--- src/rtl/magic_pkg.sv ---
// magic_pkg: shared encodings, FSM states and instruction field offsets for the MAGIC NOR sequencer
package magic_pkg;
  typedef enum logic [1:0] {
    XB_INIT = 2'b00,
    XB_NOR1 = 2'b01,
    XB_NOR2 = 2'b10
  } xb_op_e;
  typedef enum logic [1:0] {
    OP_NOP  = 2'b00,
    OP_NOR1 = 2'b01,
    OP_NOR2 = 2'b10,
    OP_ILL  = 2'b11
  } op_e;
  typedef enum logic [2:0] {
    S_IDLE,
    S_FETCH,
    S_DECODE,
    S_INIT,
    S_EVAL,
    S_FIN
  } state_e;
  localparam int OP_W = 2;
  function automatic int instr_w(input int col_w);
    return OP_W + 3 * col_w;
  endfunction
  function automatic int op_lsb(input int col_w);
    return 3 * col_w;
  endfunction
  function automatic int a_lsb(input int col_w);
    return 2 * col_w;
  endfunction
  function automatic int b_lsb(input int col_w);
    return col_w;
  endfunction
endpackage

--- src/rtl/magic_nor_seq_if.sv ---
// magic_nor_seq_if: host, program-memory and crossbar signals of the MAGIC NOR sequencer
interface magic_nor_seq_if #(
  parameter int COL_W = 8,
  parameter int PC_W  = 8
);
  localparam int INSTR_W = 2 + 3 * COL_W;
  logic               start;
  logic [PC_W-1:0]    prog_len;
  logic               abort;
  logic               busy;
  logic               done;
  logic               err;
  logic [PC_W-1:0]    gates_done;
  logic [PC_W-1:0]    imem_addr;
  logic [INSTR_W-1:0] imem_data;
  logic               xb_valid;
  logic               xb_ready;
  logic [1:0]         xb_op;
  logic [COL_W-1:0]   xb_a;
  logic [COL_W-1:0]   xb_b;
  logic [COL_W-1:0]   xb_dst;
  modport master (
    input  start, prog_len, abort, imem_data, xb_ready,
    output busy, done, err, gates_done, imem_addr, xb_valid, xb_op, xb_a, xb_b, xb_dst
  );
  modport slave (
    output start, prog_len, abort, imem_data, xb_ready,
    input  busy, done, err, gates_done, imem_addr, xb_valid, xb_op, xb_a, xb_b, xb_dst
  );
endinterface

--- src/rtl/magic_instr_dec.sv ---
// magic_instr_dec: splits an instruction into op/operands, flags illegal ops and (MAGIC_HAZARD_CHECK_EN) operand hazards
module magic_instr_dec
  import magic_pkg::*;
#(
  parameter int COL_W = 8
) (
  input  logic [2+3*COL_W-1:0] i_data,
  output op_e                  o_op,
  output logic [COL_W-1:0]     o_a,
  output logic [COL_W-1:0]     o_b,
  output logic [COL_W-1:0]     o_dst,
  output logic                 o_nop,
  output logic                 o_illegal,
  output logic                 o_hazard
);
  localparam int OP_LSB = op_lsb(COL_W);
  localparam int A_LSB  = a_lsb(COL_W);
  localparam int B_LSB  = b_lsb(COL_W);
  logic [COL_W-1:0] w_b_raw;
  assign o_op      = op_e'(i_data[OP_LSB +: OP_W]);
  assign o_a       = i_data[A_LSB +: COL_W];
  assign w_b_raw   = i_data[B_LSB +: COL_W];
  assign o_dst     = i_data[COL_W-1:0];
  // NOR1 ignores the b field so the crossbar sees a clean zero there
  assign o_b       = o_op == OP_NOR2 ? w_b_raw : '0;
  assign o_nop     = o_op == OP_NOP;
  assign o_illegal = o_op == OP_ILL;
`ifdef MAGIC_HAZARD_CHECK_EN
  // INIT on a column that is also an input would wipe that operand before EVAL
  assign o_hazard  = (o_op == OP_NOR1 && o_dst == o_a) ||
                     (o_op == OP_NOR2 && (o_dst == o_a || o_dst == w_b_raw));
`else
  assign o_hazard  = 1'b0;
`endif
endmodule

--- src/rtl/magic_nor_seq.sv ---
// magic_nor_seq: fetch/decode/INIT/EVAL sequencer running NOR netlists on a MAGIC crossbar row (hazard trap via MAGIC_HAZARD_CHECK_EN)
module magic_nor_seq
  import magic_pkg::*;
#(
  parameter int COL_W = 8,
  parameter int PC_W  = 8
) (
  input logic             clk,
  input logic             rst,
  magic_nor_seq_if.master bus
);
  state_e           r_state;
  state_e           w_next;
  logic [PC_W-1:0]  r_pc;
  logic [PC_W-1:0]  r_len;
  logic [PC_W-1:0]  r_gates;
  logic             r_err;
  logic             r_abort;
  op_e              r_op;
  logic [COL_W-1:0] r_a;
  logic [COL_W-1:0] r_b;
  logic [COL_W-1:0] r_dst;
  op_e              w_op;
  logic [COL_W-1:0] w_a;
  logic [COL_W-1:0] w_b;
  logic [COL_W-1:0] w_dst;
  logic             w_nop;
  logic             w_ill;
  logic             w_haz;
  logic             w_bad;
  logic             w_fire;
  logic             w_stop;
  logic             w_eval;
  magic_instr_dec #(.COL_W(COL_W)) u_dec (
    .i_data   (bus.imem_data),
    .o_op     (w_op),
    .o_a      (w_a),
    .o_b      (w_b),
    .o_dst    (w_dst),
    .o_nop    (w_nop),
    .o_illegal(w_ill),
    .o_hazard (w_haz)
  );
  assign w_bad          = w_ill | w_haz;
  assign w_fire         = bus.xb_valid & bus.xb_ready;
  // an abort seen during INIT/EVAL is remembered so a short pulse still ends the run
  assign w_stop         = (r_pc == r_len - PC_W'(1)) | bus.abort | r_abort;
  assign w_eval         = r_state == S_EVAL;
  assign bus.busy       = r_state != S_IDLE && r_state != S_FIN;
  assign bus.done       = r_state == S_FIN;
  assign bus.err        = r_err;
  assign bus.gates_done = r_gates;
  assign bus.imem_addr  = r_pc;
  assign bus.xb_valid   = r_state == S_INIT || w_eval;
  assign bus.xb_op      = w_eval ? 2'(r_op) : 2'(XB_INIT);
  assign bus.xb_a       = w_eval ? r_a : '0;
  assign bus.xb_b       = w_eval ? r_b : '0;
  assign bus.xb_dst     = bus.xb_valid ? r_dst : '0;
  // next-state: commands hold until their handshake, abort only acts at gate boundaries
  always_comb begin
    w_next = r_state;
    case (r_state)
      S_IDLE:   w_next = bus.start ? (bus.prog_len == '0 ? S_FIN : S_FETCH) : S_IDLE;
      S_FETCH:  w_next = bus.abort ? S_FIN : S_DECODE;
      S_DECODE: w_next = (bus.abort || w_bad || (w_nop && w_stop)) ? S_FIN : w_nop ? S_FETCH : S_INIT;
      S_INIT:   w_next = w_fire ? S_EVAL : S_INIT;
      S_EVAL:   w_next = w_fire ? (w_stop ? S_FIN : S_FETCH) : S_EVAL;
      default:  w_next = S_IDLE;
    endcase
  end
  // state, program counter, instruction register and run status
  always_ff @(posedge clk or posedge rst) begin
    if (rst) begin
      r_state <= S_IDLE;
      r_pc    <= '0;
      r_len   <= '0;
      r_gates <= '0;
      r_err   <= 1'b0;
      r_abort <= 1'b0;
      r_op    <= OP_NOP;
      r_a     <= '0;
      r_b     <= '0;
      r_dst   <= '0;
    end else begin
      r_state <= w_next;
      if (r_state == S_IDLE && bus.start) begin
        r_len   <= bus.prog_len;
        r_pc    <= '0;
        r_gates <= '0;
        r_err   <= 1'b0;
        r_abort <= 1'b0;
      end
      if (r_state == S_DECODE) begin
        r_op  <= w_op;
        r_a   <= w_a;
        r_b   <= w_b;
        r_dst <= w_dst;
        if (w_bad) r_err <= 1'b1;
      end
      if ((r_state == S_INIT || w_eval) && bus.abort) r_abort <= 1'b1;
      if (w_eval && w_fire) r_gates <= r_gates + PC_W'(1);
      if (r_state != S_IDLE && w_next == S_FETCH) r_pc <= r_pc + PC_W'(1);
    end
  end
endmodule
--- src/flat_wrapper.sv ---
// flat-port wrapper written by rule: the top's interface ports become plain ports
module magic_nor_seq_flat import magic_pkg::*;
#(
  parameter int COL_W = 8,
  parameter int PC_W  = 8
)
  (clk, rst, bus_start, bus_prog_len, bus_abort, bus_imem_data, bus_xb_ready, bus_busy, bus_done, bus_err, bus_gates_done, bus_imem_addr, bus_xb_valid, bus_xb_op, bus_xb_a, bus_xb_b, bus_xb_dst);
  magic_nor_seq_if #(.COL_W(COL_W), .PC_W(PC_W)) bus_i ();
  input logic clk;
  input logic rst;
  input wire logic [$bits(bus_i.start)-1:0] bus_start;
  input wire logic [$bits(bus_i.prog_len)-1:0] bus_prog_len;
  input wire logic [$bits(bus_i.abort)-1:0] bus_abort;
  input wire logic [$bits(bus_i.imem_data)-1:0] bus_imem_data;
  input wire logic [$bits(bus_i.xb_ready)-1:0] bus_xb_ready;
  output wire logic [$bits(bus_i.busy)-1:0] bus_busy;
  output wire logic [$bits(bus_i.done)-1:0] bus_done;
  output wire logic [$bits(bus_i.err)-1:0] bus_err;
  output wire logic [$bits(bus_i.gates_done)-1:0] bus_gates_done;
  output wire logic [$bits(bus_i.imem_addr)-1:0] bus_imem_addr;
  output wire logic [$bits(bus_i.xb_valid)-1:0] bus_xb_valid;
  output wire logic [$bits(bus_i.xb_op)-1:0] bus_xb_op;
  output wire logic [$bits(bus_i.xb_a)-1:0] bus_xb_a;
  output wire logic [$bits(bus_i.xb_b)-1:0] bus_xb_b;
  output wire logic [$bits(bus_i.xb_dst)-1:0] bus_xb_dst;
  assign bus_i.start = bus_start;
  assign bus_i.prog_len = bus_prog_len;
  assign bus_i.abort = bus_abort;
  assign bus_i.imem_data = bus_imem_data;
  assign bus_i.xb_ready = bus_xb_ready;
  assign bus_busy = bus_i.busy;
  assign bus_done = bus_i.done;
  assign bus_err = bus_i.err;
  assign bus_gates_done = bus_i.gates_done;
  assign bus_imem_addr = bus_i.imem_addr;
  assign bus_xb_valid = bus_i.xb_valid;
  assign bus_xb_op = bus_i.xb_op;
  assign bus_xb_a = bus_i.xb_a;
  assign bus_xb_b = bus_i.xb_b;
  assign bus_xb_dst = bus_i.xb_dst;
  magic_nor_seq #(.COL_W(COL_W), .PC_W(PC_W)) u_core (.clk(clk), .rst(rst), .bus(bus_i));
endmodule
--- config.mk ---
export PLATFORM = sky130hd
export DESIGN_NAME = magic_nor_seq_flat
export DESIGN_NICKNAME = d
export VERILOG_FILES = /design/src/rtl/magic_pkg.sv /design/src/rtl/magic_nor_seq_if.sv /design/src/rtl/magic_instr_dec.sv /design/src/rtl/magic_nor_seq.sv /design/src/flat_wrapper.sv
export SDC_FILE = /design/constraint.sdc
export NUM_CORES = 1
export LEC_CHECK = 0
export CAP_MARGIN = 20
export CORE_ASPECT_RATIO = 1.25
export CORE_MARGIN = 5
export CORE_UTILIZATION = 43
export DETAILED_ROUTE_END_ITERATION = 10
export GPL_ROUTABILITY_DRIVEN = 0
export PLACE_DENSITY = 0.72
export SETUP_SLACK_MARGIN = 0.5
export SLEW_MARGIN = 20
export SYNTH_ARGS = -nofsm -noshare
export SYNTH_HDL_FRONTEND = slang
export SYNTH_SLANG_ARGS = --single-unit
export TNS_END_PERCENT = 20
--- constraint.sdc ---
create_clock -name clk -period 3.5 [get_ports clk]
set_input_delay 0.525 -clock clk [delete_from_list [all_inputs] [get_ports clk]]
set_output_delay 0.525 -clock clk [all_outputs]
set_load 0.02 [all_outputs]
== After elaboration in Yosys (flattened, before gate mapping) ==
Index checks and enable logic that the tools add are counted.
Widths: inputs -> output; s select.

* Logic and storage cells: 64
* Register bits: 55

* Mux-type cells: 22
* Eq/ne operators: 10
* Bitwise gates (word level): 3
* Reduce and logical (&&, ||, !) cells: 16
* Add/subtract/negate cells: 3

{| class="wikitable"
|+ Operator list
! kind !! number
|-
| $mux 8 || 7
|-
| $mux 3 || 7
|-
| $add 8x1->8 const B || 2
|-
| $pmux 3 s5 || 1
|-
| $eq 8x8->1 || 1
|-
| $logic_not 8->1 || 1
|-
| $sub 8x1->8 const B || 1
|-
| $eq 3x1->1 const B || 2
|-
| $eq 3x2->1 const B || 2
|-
| $eq 3x3->1 const B || 2
|-
| $logic_and 1x1->1 || 6
|-
| $reduce_bool 2->1 || 3
|-
| $mux 1 || 5
|-
| $eq 2x2->1 const B || 2
|-
| $mux 2 || 2
|-
| $logic_not 3->1 || 1
|-
| $logic_or 1x1->1 || 3
|-
| $ne 3x3->1 const B || 1
|-
| $reduce_bool 3->1 || 1
|-
| $logic_not 2->1 || 1
|-
| $or 1x1->1 || 2
|-
| $and 1x1->1 || 1
|}

== Longest topological paths before layout ==
* Depth in word-level cells: 11
* Depth in mapped cells: 9
* Gate-level depth less buffers: 8

== By module ==
A second synthesis with hierarchy kept.

* Cells, all modules: 308
* Area, all modules: 3159.3 µm²

{| class="wikitable"
|+ Modules (own cells, without submodules)
! module !! seq. area each (µm²) !! area an instance (µm²) !! instances !! cells an instance
|-
| magic_nor_seq || 1376.3 || 2931.6 || 1 || 278
|-
| magic_instr_dec || 0.0 || 227.7 || 1 || 30
|}

== Least setup slack after synthesis ==
No wires, ideal clock.

* Kind: input port to flip-flop
* From: input port bus_abort
* To: register u_core.r_pc[3] (netlist: u_core.bus.imem_addr[3])
* Arrival: 2162 ps
* Data required time: 3413 ps
* Stages: 8
* Library setup time: 87 ps
* Path buffers: 2
* Setup slack: 1251 ps
* Cells stage by stage: clkbuf_1 mux2_2 nand2_1 nand3_1 or3_1 buf_2 or4_1 o211ai_1

* Longest elaborated chain between the ends: 9

{| class="wikitable"
|+ Ends and longest elaborated chain
! item !! RTL line !! RTL
|-
| from (decl) || flat_wrapper.sv:13 || <nowiki>input wire logic [$bits(bus_i.abort)-1:0] bus_abort;</nowiki>
|-
| $or 1x1->1 (2 in a row) || magic_nor_seq.sv:47 || <nowiki>assign w_stop = (r_pc == r_len - PC_W'(1)) | bus.abort | r_abort;</nowiki>
|-
| $logic_and 1x1->1 || magic_nor_seq.sv:65 || <nowiki>S_DECODE: w_next = (bus.abort || w_bad || (w_nop && w_stop)) ? S_FIN : w_nop ? S_FETCH : S_INIT;</nowiki>
|-
| $logic_or 1x1->1 || magic_nor_seq.sv:65 ||
|-
| $mux 3 || magic_nor_seq.sv:65 ||
|-
| $pmux 3 s5 (*) || magic_nor_seq.sv:62 || <nowiki>case (r_state)</nowiki>
|-
| $eq 3x1->1 (*) || magic_nor_seq.sv:102 || <nowiki>if (r_state != S_IDLE && w_next == S_FETCH) r_pc <= r_pc + PC_W'(1);</nowiki>
|-
| $logic_and 1x1->1 (*) || magic_nor_seq.sv:102 ||
|-
| $mux 8 or $reduce_bool 2->1 (tied branches) || - ||
|-
| to (signal assigned) || magic_nor_seq.sv:102 ||
|-
| to (decl) || magic_nor_seq.sv:14 || <nowiki>logic [PC_W-1:0] r_pc;</nowiki>
|}

Mark *: on every way between the ends. The rest lies on a longest branch, timed or not.
A chain may end at the register's enable or synchronous reset.

== Final worst setup path ==
* From: register u_core.r_state[0]
* To: output port bus_xb_dst[6]

* Longest elaborated chain between the ends: 3

{| class="wikitable"
|+ Ends and longest elaborated chain
! item !! RTL line !! RTL
|-
| from (decl) || magic_nor_seq.sv:12 || <nowiki>state_e r_state;</nowiki>
|-
| from (signal assigned) || magic_nor_seq.sv:85 || <nowiki>r_state <= w_next;</nowiki>
|-
| $eq 3x2->1 or $eq 3x3->1 (tied branches) || magic_nor_seq.sv:54, magic_nor_seq.sv:48 ||
|-
| $logic_or 1x1->1 (*) || magic_nor_seq.sv:54 || <nowiki>assign bus.xb_valid = r_state == S_INIT || w_eval;</nowiki>
|-
| $mux 8 (*) || magic_nor_seq.sv:58 || <nowiki>assign bus.xb_dst = bus.xb_valid ? r_dst : '0;</nowiki>
|-
| to (decl) || flat_wrapper.sv:25 || <nowiki>output wire logic [$bits(bus_i.xb_dst)-1:0] bus_xb_dst;</nowiki>
|}

Marked as above.

==> results.rst <==
.. list-table::
   :header-rows: 1

   * - Metric
     - Value
   * - Run status
     - finished, final reports clean
   * - Die ar.
     - slightly below 9000 µm²
   * - Port buffer count
     - between 80 and 90
   * - Flop2flop setup slack
     - 0.91 ns
   * - Std cell rows
     - 34
   * - Overall fraction of global-route tracks in use
     - about 17%
   * - Sequential standard cell area
     - around 1400 µm²
   * - Min-delay src
     - u_core.r_b[2]$_DFFE_PP0P_
   * - Average vias per placed instance
     - between 5 and 6
   * - Number of enable flip-flop cells after synthesis
     - 0
   * - Crit end category
     - primary output
   * - Core Box Area
     - ~6800 µm²
   * - Cell types with the largest area share after synthesis
     - sky130_fd_sc_hd__dfrtp_1 (46%), sky130_fd_sc_hd__nand2_1 (14%), sky130_fd_sc_hd__and2_1 (5.7%), sky130_fd_sc_hd__o21ai_0 (3.0%), sky130_fd_sc_hd__nand3_1 (2.8%)
   * - Synthesis warning total
     - 0
   * - RSZ-0062 raised after global routing
     - no
   * - Mean routed wirelength per cell
     - between 10 and 15 µm
   * - Leakage power summed over all cells
     - ~1.8 nW
   * - Layout overhead on the synthesized area
     - 33.35%
   * - Gate count of the mapped netlist
     - roughly 350
   * - Post-CTS setup buffer count
     - 0
   * - Highest net fanout along the worst path
     - 10
   * - Clock insertion delay at the later pin of the skew report
     - approximately 0.31 ns
   * - CTS root buffer
     - sky130_fd_sc_hd__clkbuf_8
   * - Fraction of synthesized cell area taken by the top area cell type
     - 46.08%
   * - # clock sinks
     - 55
   * - Vias post-DR
     - 2656
   * - Routed wire length
     - between 7000 and 8000 µm
   * - Number of ports placed on the die boundary
     - 85
   * - Reg2reg end
     - u_core.bus.imem_addr[3]$_DFFE_PP0P_
   * - Register area share after synthesis
     - 46.08%
   * - Vias in the first global route
     - between 2000 and 3000
   * - Final setup TNS
     - 0 ns
   * - Start of the worst register-to-register path
     - u_core.r_state[0]$_DFF_PP0_
   * - Worst Hold Path EP
     - u_core.r_b[2]$_DFFE_PP0P_
   * - Layout cells sized above 1
     - 6.792%
   * - Critical setup path kind
     - register to primary output
   * - Synth cell count leaders
     - sky130_fd_sc_hd__nand2_1 (108), sky130_fd_sc_hd__dfrtp_1 (55), sky130_fd_sc_hd__and2_1 (27)
   * - Quantity of hold-fixing buffers added after cts
     - 0
   * - Setup violators final
     - 0
   * - Number of cells on the worst hold path
     - 2
   * - Data required time of the critical path
     - around 3.0 ns
   * - Achievable clock frequency
     - approximately 360 MHz
   * - Synth unique cells
     - between 50 and 60
   * - # diodes
     - 0
   * - Number of fill cells
     - about 600
   * - Total power of the final layout
     - ~2.6 mW
   * - Data arrival time at the worst-slack endpoint
     - 2.27 ns
   * - Post-synth top flop
     - sky130_fd_sc_hd__dfrtp_1
   * - Post-synthesis register bit count
     - 55
   * - Time the final worst path needs with I/O delays and setup
     - roughly 2.8 ns
   * - Post-synth design cell area
     - 2987 µm²
   * - Slew headroom
     - between 30% and 40%
   * - Startpoint kind of the worst setup timing path
     - register
   * - Largest area contributor in the synthesized netlist
     - sky130_fd_sc_hd__dfrtp_1
   * - Clk slew on worst S/H paths
     - roughly 0.090 ns
   * - Endpoints failing hold
     - 0
   * - Final HPWL DP
     - approximately 5300 µm
   * - Post-route fraction of the period consumed by the critical path
     - 80.00%
   * - TritonRoute pass-1 iters
     - 4
   * - Detailed-route DRC error count
     - 0
   * - Classification of the worst-slack hold path
     - register to register
   * - Most repeated cell in the gate-level netlist after synthesis
     - sky130_fd_sc_hd__nand2_1
   * - Pin count of the biggest net entering global routing
     - 56
   * - Total congestion overflow after global routing
     - 0
   * - Max Buffers Root-to-Sink
     - 2
   * - Number of nets produced by synthesis
     - 391
   * - Clock tree from TritonCTS
     - built
   * - # Max-Cap Violations
     - 0
   * - Worst Max-Slew Pin Slew
     - between 1 and 1.5 ns
   * - Clock buffers created by TritonCTS
     - 5
   * - Final-stage net count
     - between 400 and 500
   * - Power density relative to cell area
     - around 650 nW/µm²
   * - Final Slew Violations
     - 0
   * - R2R cell count
     - 6
   * - Worst Hold Slack
     - ~0.47 ns
   * - Combined area of the multi-input logic cells
     - 1511 µm²
   * - Worst VDD drop
     - about 420 µV
   * - Skew final
     - around 0.0031 ns
   * - Maximum level of the CTS H-tree
     - 2
   * - Number of nets with antenna violations after detailed routing
     - 0
   * - Number of gates given a new drive strength after cts
     - 0
   * - Initial Util
     - 43.61%
   * - Horizontal extent of the die
     - about 85 µm
   * - Floorplan die height
     - 103.2 µm
   * - Violation count after the first detailed-routing iteration
     - between 90 and 100
   * - Global-route wire length before repair
     - approximately 12000 µm
   * - Asr flop ratio synth
     - between 90% and 100%
   * - Mapped Avg Cell Area
     - 8.558 µm²
   * - Initial antenna violation count
     - 0
## cell usage in the layout (no fill, tap or decap), drive strengths merged, types with 4 or more instances in the layout
master         Yosys  final
dfrtp             55     55
nor4               4      4
and2              29     29
nor2b              4      4
o211ai             4      4
xor2               4      4
clkbuf             9      8
or2                4      4
inv                5      5
clkdlybuf4s50      0     84
xnor2              7      7
o21ai             18     18
nor2              15     15
nand2            108    108
nor3               5      5
nand3             17     17
a21oi              5      5
## critical path, stage by stage, from the launching register on
cell	delay, ns
sky130_fd_sc_hd__dfrtp_1	0.56
sky130_fd_sc_hd__nor2b_1	0.28
sky130_fd_sc_hd__a21o_1	0.33
sky130_fd_sc_hd__and2_1	0.17
sky130_fd_sc_hd__clkdlybuf4s50_1	0.62
## metal layers
metal  share of wire (%)  track usage, %  vias up  wire (µm)
met3                 6.8           5.071        8        493
met5                   0               0        -          0
met4                0.96           4.141        0         69
met2                  50           30.14       65       3611
met1                  42           19.67     1259       3044
li1                    -               -     1324          -
## cell families after synthesis
group / count (synthesis) / share of synthesized area (%)
adders and majority gates: 3 / 1.257
buffers and inverters: 22 / 3.603
and+or+nand+nor: 210 / 34.31
AOI/OAI and AO/OA: 45 / 10.43
DFF: 55 / 46.08
xor gates and xnor gates: 11 / 3.226
muxes: 3 / 1.089
## worst max-delay path by stage
stage / start / to
CTS: u_core.r_state[0]$_DFF_PP0_ / bus_xb_dst[6]
floorplan: bus_abort / u_core.bus.imem_addr[3]$_DFFE_PP0P_
global placement: bus_abort / u_core.bus.imem_addr[4]$_DFFE_PP0P_
detailed placement: bus_abort / u_core.bus.imem_addr[4]$_DFFE_PP0P_
global route: u_core.r_state[2]$_DFF_PP0_ / bus_xb_dst[2]
finish: u_core.r_state[0]$_DFF_PP0_ / bus_xb_dst[6]
## power breakdown
part	switching, mW	internal (mW)
combinational	0.624	0.520
clock	0.201	0.181
sequential	0.213	0.864
total	1.04	1.57
## stage by stage
step                instance area, µm²  util, %  setup WS, ns  cells
global placement                  3882    56.69        0.7942    509
floorplan                         2987        -         1.251    349
CTS                               3983    58.15        0.7013    517
global route                      3983    58.15        0.5785    517
finish                            3983    58.15        0.7002    517
detailed placement                3882    56.69        0.7577    509
## flip-flops by register name, summed over array words and instances, names as in the netlist
| name | flops |
|---|---|
| u_core.r_abort | 1 |
| u_core.bus.gates_done | 8 |
| u_core.r_b | 8 |
| u_core.r_a | 8 |
| u_core.r_state | 3 |
| u_core.r_dst | 8 |
| u_core.bus.imem_addr | 8 |
| u_core.r_len | 8 |
| u_core.bus.err | 1 |
| u_core.r_op | 2 |
## final cells by class
type / count / area share, %
sequential: 55 / 34.56
clock buffer: 8 / 2.513
inverter: 5 / 0.4713
tap: 90 / 2.828
timing repair buffer: 87 / 21.68
multi-input combinational: 272 / 37.95
No activity file was read; power rests on OpenSTA's default activity.
